[src/rtl/detector_jogada.sv]
// Button front end for the game control unit: synchronizes and debounces the
// four player buttons and emits one jogada pulse per accepted one-hot press.
module detector_jogada #(
    parameter int DEBOUNCE_CYCLES = 1000
) (
    input  logic       clock,
    input  logic       reset,
    input  logic       habilita,
    input  logic [3:0] botoes,
    output logic       jogada,
    output logic [3:0] jogada_codigo,
    output logic [3:0] db_estado
);

    localparam int CW = $clog2(DEBOUNCE_CYCLES + 1);
    localparam logic [CW-1:0] CNT_MAX = CW'(DEBOUNCE_CYCLES - 1);

    typedef enum logic [3:0] {
        OCIOSO        = 4'd0,
        FILTRA        = 4'd1,
        EMITE         = 4'd2,
        ESPERA_SOLTAR = 4'd3,
        FILTRA_SOLTAR = 4'd4
    } estado_t;

    estado_t       estado, prox;
    logic [3:0]    s1, botoes_s;
    logic [3:0]    candidato, cand_prox, codigo_prox;
    logic [CW-1:0] cnt, cnt_prox;
    logic          um_hot;

    assign um_hot = (botoes_s != 4'd0) && ((botoes_s & (botoes_s - 4'd1)) == 4'd0);

    always_ff @(posedge clock or posedge reset) begin
        if (reset) begin
            s1            <= 4'd0;
            botoes_s      <= 4'd0;
            estado        <= OCIOSO;
            cnt           <= '0;
            candidato     <= 4'd0;
            jogada_codigo <= 4'd0;
        end else begin
            s1            <= botoes;
            botoes_s      <= s1;
            estado        <= prox;
            cnt           <= cnt_prox;
            candidato     <= cand_prox;
            jogada_codigo <= codigo_prox;
        end
    end

    always_comb begin
        prox        = estado;
        cnt_prox    = cnt;
        cand_prox   = candidato;
        codigo_prox = jogada_codigo;
        jogada      = 1'b0;
        db_estado   = estado;
        case (estado)
            OCIOSO: begin
                cnt_prox = '0;
                if (habilita && um_hot) begin
                    cand_prox = botoes_s;
                    prox      = FILTRA;
                end
            end
            FILTRA: begin
                // any change of the synchronized buttons throws the press away
                if (!habilita || botoes_s != candidato) begin
                    prox = OCIOSO;
                end else if (cnt == CNT_MAX) begin
                    prox        = EMITE;
                    codigo_prox = candidato;
                end else begin
                    cnt_prox = cnt + 1'b1;
                end
            end
            EMITE: begin
                jogada = 1'b1;
                prox   = ESPERA_SOLTAR;
            end
            ESPERA_SOLTAR: begin
                cnt_prox = '0;
                if (botoes_s == 4'd0) prox = FILTRA_SOLTAR;
            end
            FILTRA_SOLTAR: begin
                if (botoes_s != 4'd0) begin
                    prox = ESPERA_SOLTAR;
                end else if (cnt == CNT_MAX) begin
                    prox = OCIOSO;
                end else begin
                    cnt_prox = cnt + 1'b1;
                end
            end
            default: begin
                prox      = OCIOSO;
                db_estado = 4'hF;
            end
        endcase
    end

endmodule

[config.mk]
export PLATFORM = sky130hd
export DESIGN_NAME = detector_jogada
export DESIGN_NICKNAME = d
export VERILOG_FILES = /design/src/rtl/detector_jogada.sv
export SDC_FILE = /design/constraint.sdc
export NUM_CORES = 1
export LEC_CHECK = 0
export BUFFER_PORTS_ARGS = -buffer_cell sky130_fd_sc_hd__buf_2
export CORE_ASPECT_RATIO = 1.1
export CORE_MARGIN = 4
export CORE_UTILIZATION = 45
export CTS_CLUSTER_DIAMETER = 60
export CTS_CLUSTER_SIZE = 10
export DETAILED_ROUTE_END_ITERATION = 10
export PLACE_DENSITY_LB_ADDON = 0.05
export SYNTH_ARGS = -nofsm -noshare
export SYNTH_HDL_FRONTEND = slang
export SYNTH_SLANG_ARGS = --single-unit
[constraint.sdc]
create_clock -name clock -period 1.95 [get_ports clock]
set_clock_uncertainty 0.05 [all_clocks]
set_input_delay 0.0975 -clock clock [delete_from_list [all_inputs] [get_ports clock]]
set_output_delay 0.0975 -clock clock [all_outputs]
set_load 0.02 [all_outputs]
==> results.toml <==
[worst_setup_path]
required_ps = 2160
crit_path_end_kind = "register"
r2r-start = "botoes_s[1]"
rr_worst_depth = 5
criticalPathCategory = "reg2reg"
crit_path_max_incr_delay_ps = 560
worstPathArrival_ps = 2270
crit_path_start_kind = "register"
path_cells = "or4_4 > o32ai_4 > nand3_4 > or4_4 > a21oi_2"
crit_fanout = 7
r2r_setup_slack_ps = -110
slowest_stage = "or4_4"
cp_num_buf_inv = 0
crit_cells = 5
cpMostUsedCell = "or4_4"
r2r-end = "cnt[5]"
cp_top_family = "simple AND/OR/NAND/NOR gates"

[die]
start_util_pct = 48.5
dieArea_um2 = 4360
die_h_um = 68.9
ios = 16
core_area_um2 = 3130
die_w_um = 63.3
rows = 21

[routing]
route.detailed.drc = 0
viasPerCell = 5.58
vias = 1228
ant_nets = 0
drtIter0Drc = 77
dr.pass1.iters = 4
wl_per_cell_um = 15.1
drt_wl_total_mm = 3.32

[sta]
tightest_slew_ps = 377
drv_slew = 0
rsz0062_at_grt = "true"
hold_viol = 0
hold_ws_ps = 306
setup_ws_ps = -109
maxSlewHeadroom_pct = 74.8
period_minus_slack_ps = 2060
fmax_mhz = 486
fin_crit_sh_pct = 106
tns_ps = -290
finalSetupViolations = 4

[pwr]
p_leak_uw = 0.000894
power_density_nw_per_um2 = 940
internal-power_uw = 1250
p_sw_share_pct = 32.9
power_frac_seq_pct = 38.6
p_switching_uw = 616
pwr-share-clk_pct = 28.4
vdd_ir_drop_max_mv = 0.474
power.total_uw = 1870
p_comb_share_pct = 32.9

[synth]
synthMuxAreaShare_pct = 6.61
synthArstFlopShare_pct = 100
synth_top_family_by_area = "simple AND/OR/NAND/NOR gates"
synth-xor-area-share_pct = 4.05
synth_edf_count = 0
synth-simple-area-share_pct = 21.1
synth_area_per_cell_um2 = 11.1
ys_seq_elements = 29
syn_inst = 136
synth_compound_area_share_pct = 14.0
yosysUniqueCellTypes = 45
syn_area_um2 = 1520
synth_ff_type = "dfrtp_1"
syn_nets = 144
post-synth-top-area-cell = "dfrtp_1"
yosys_warnings = 0
synthAdderAreaFrac_pct = 0.826
synth_area_leaders = "dfrtp_1 48%, mux2_2 5.9%, a21oi_1 3.6%"
synth_top_area_share_pct = 47.9
yosysSeqAreaShare_pct = 47.9

[clocking]
numCtsBuffers = 5
cts_tree = "yes"
max-clock-path-buffers = 2
clockRootBuffer = "clkbuf_4"
path_clk_slew_ps = 100
htree_levels = 2
clock_sinks = 29
clock_latency_ps = 340

[place]
hpwl_mm = 2.32
dp_slack_ps = -112
port_buffers = 15
gp_congestion = 0.820
detailed_place.area_um2 = 1760

[outcome]
violations = "negative setup slack"
outcome = "finished with violations"

[finish]
layout_commonest_cell = "dfrtp_1"
nNetsFinal = 193
drive_gt1_share_pct = 44.1
n_fill_cell = 263
multi_input_area_um2 = 781
diodes = 0
area_growth_pct = 31.2
layout_common_cells = "29 x dfrtp_1, 27 x buf_4, 15 x buf_2"
final_cell_area_um2 = 1990
seqCellArea_um2 = 726

[global_route]
grt_pass1_vias = 1257
grt_max_degree = 30
grtUsageTotal_pct = 17.3
grt_pass1_wl_mm = 5.74
grt_overflow = 0
grt_antenna_before_repair = 0

[hold_path]
hold_class = "in2async"

[flow_run]
drv_cap = 0
[synth_stat cells (3+ instances only)]
cell type / count
a21oi_1: 11
dfrtp_1: 29
inv_1: 3
mux2_2: 8
nand2_1: 6
nand3_1: 8
nor2_1: 12
nor3_1: 4
o21ai_0: 4
o31ai_1: 3
or4_1: 3
xor2_1: 6
[worst register-to-register path, stage by stage (launching register included)]
cell	delay, ps
dfrtp_1	390
or4_4	560
o32ai_4	150
nand3_4	150
or4_4	540
a21oi_2	150
[logic make-up after synthesis]
group,count (synthesis)
flip-flops,29
adder cells (fa/ha/maj),1
XOR/XNOR,7
AO/OA/AOI/OAI,29
buffers and inverters,9
multiplexers,9
AND/OR/NAND/NOR,52
[repair_timing]
| item | 4_1_cts | 5_1_grt |
|---|---|---|
| endpoints found under the hold margin | 33 | 0 |
| endpoints found under the setup margin | 5 | 17 |
| gates resized for setup | 3 | 12 |
| hold buffers | 5 | 0 |
| setup buffers | 2 | 1 |
| pin swaps | 9 | 9 |
[per-layer routing]
layer	vias up	GRT usage [%]	routed length (µm)
li1	600	-	-
met1	585	20.4	1460
met2	35	29.3	1620
met3	8	5.51	171
met4	0	7.28	74
met5	-	0	0
[per-stage QoR]
| stage | cells | util [%] |
|---|---|---|
| floorplan | 136 | - |
| global placement | 204 | 56.3 |
| detailed placement | 204 | 56.3 |
| CTS | 219 | 61.6 |
| global route | 220 | 63.6 |
| finish | 220 | 63.6 |
[sequential cells by signal, summed over array words and instances (netlist names)]
register / cells
cnt: 10
botoes_s: 4
candidato: 4
jogada_codigo: 4
s1: 4
estado: 3
[worst max-delay path by stage]
| stage | endpoint | slack [ps] | from |
|---|---|---|---|
| after floorplan | cnt[9] | -70 | botoes_s[0] |
| after global placement | cnt[9] | -40 | botoes_s[1] |
| after detailed placement | cnt[5] | -110 | botoes_s[1] |
| after CTS | cnt[9] | -130 | botoes_s[0] |
| after global routing | cnt[5] | -170 | botoes_s[1] |
| final | cnt[5] | -110 | botoes_s[1] |
[power groups by stage]
stage,clock network [µW],logic [µW],registers (µW)
after global routing,577,678,732
after floorplan,0,409,723
after CTS,546,601,720
after global placement,0,565,727
after detailed placement,0,571,732
final,532,616,722
[area by class of cell]
type | instances | share of cell area, %
clock buffer | 6 | 2.58
clock inverter | 2 | 1.89
inverter | 3 | 0.566
multi-input combinational | 98 | 39.3
sequential | 29 | 36.5
tap | 34 | 2.14
timing repair buffer | 48 | 17.1
Power figures use the tool's default switching activity.
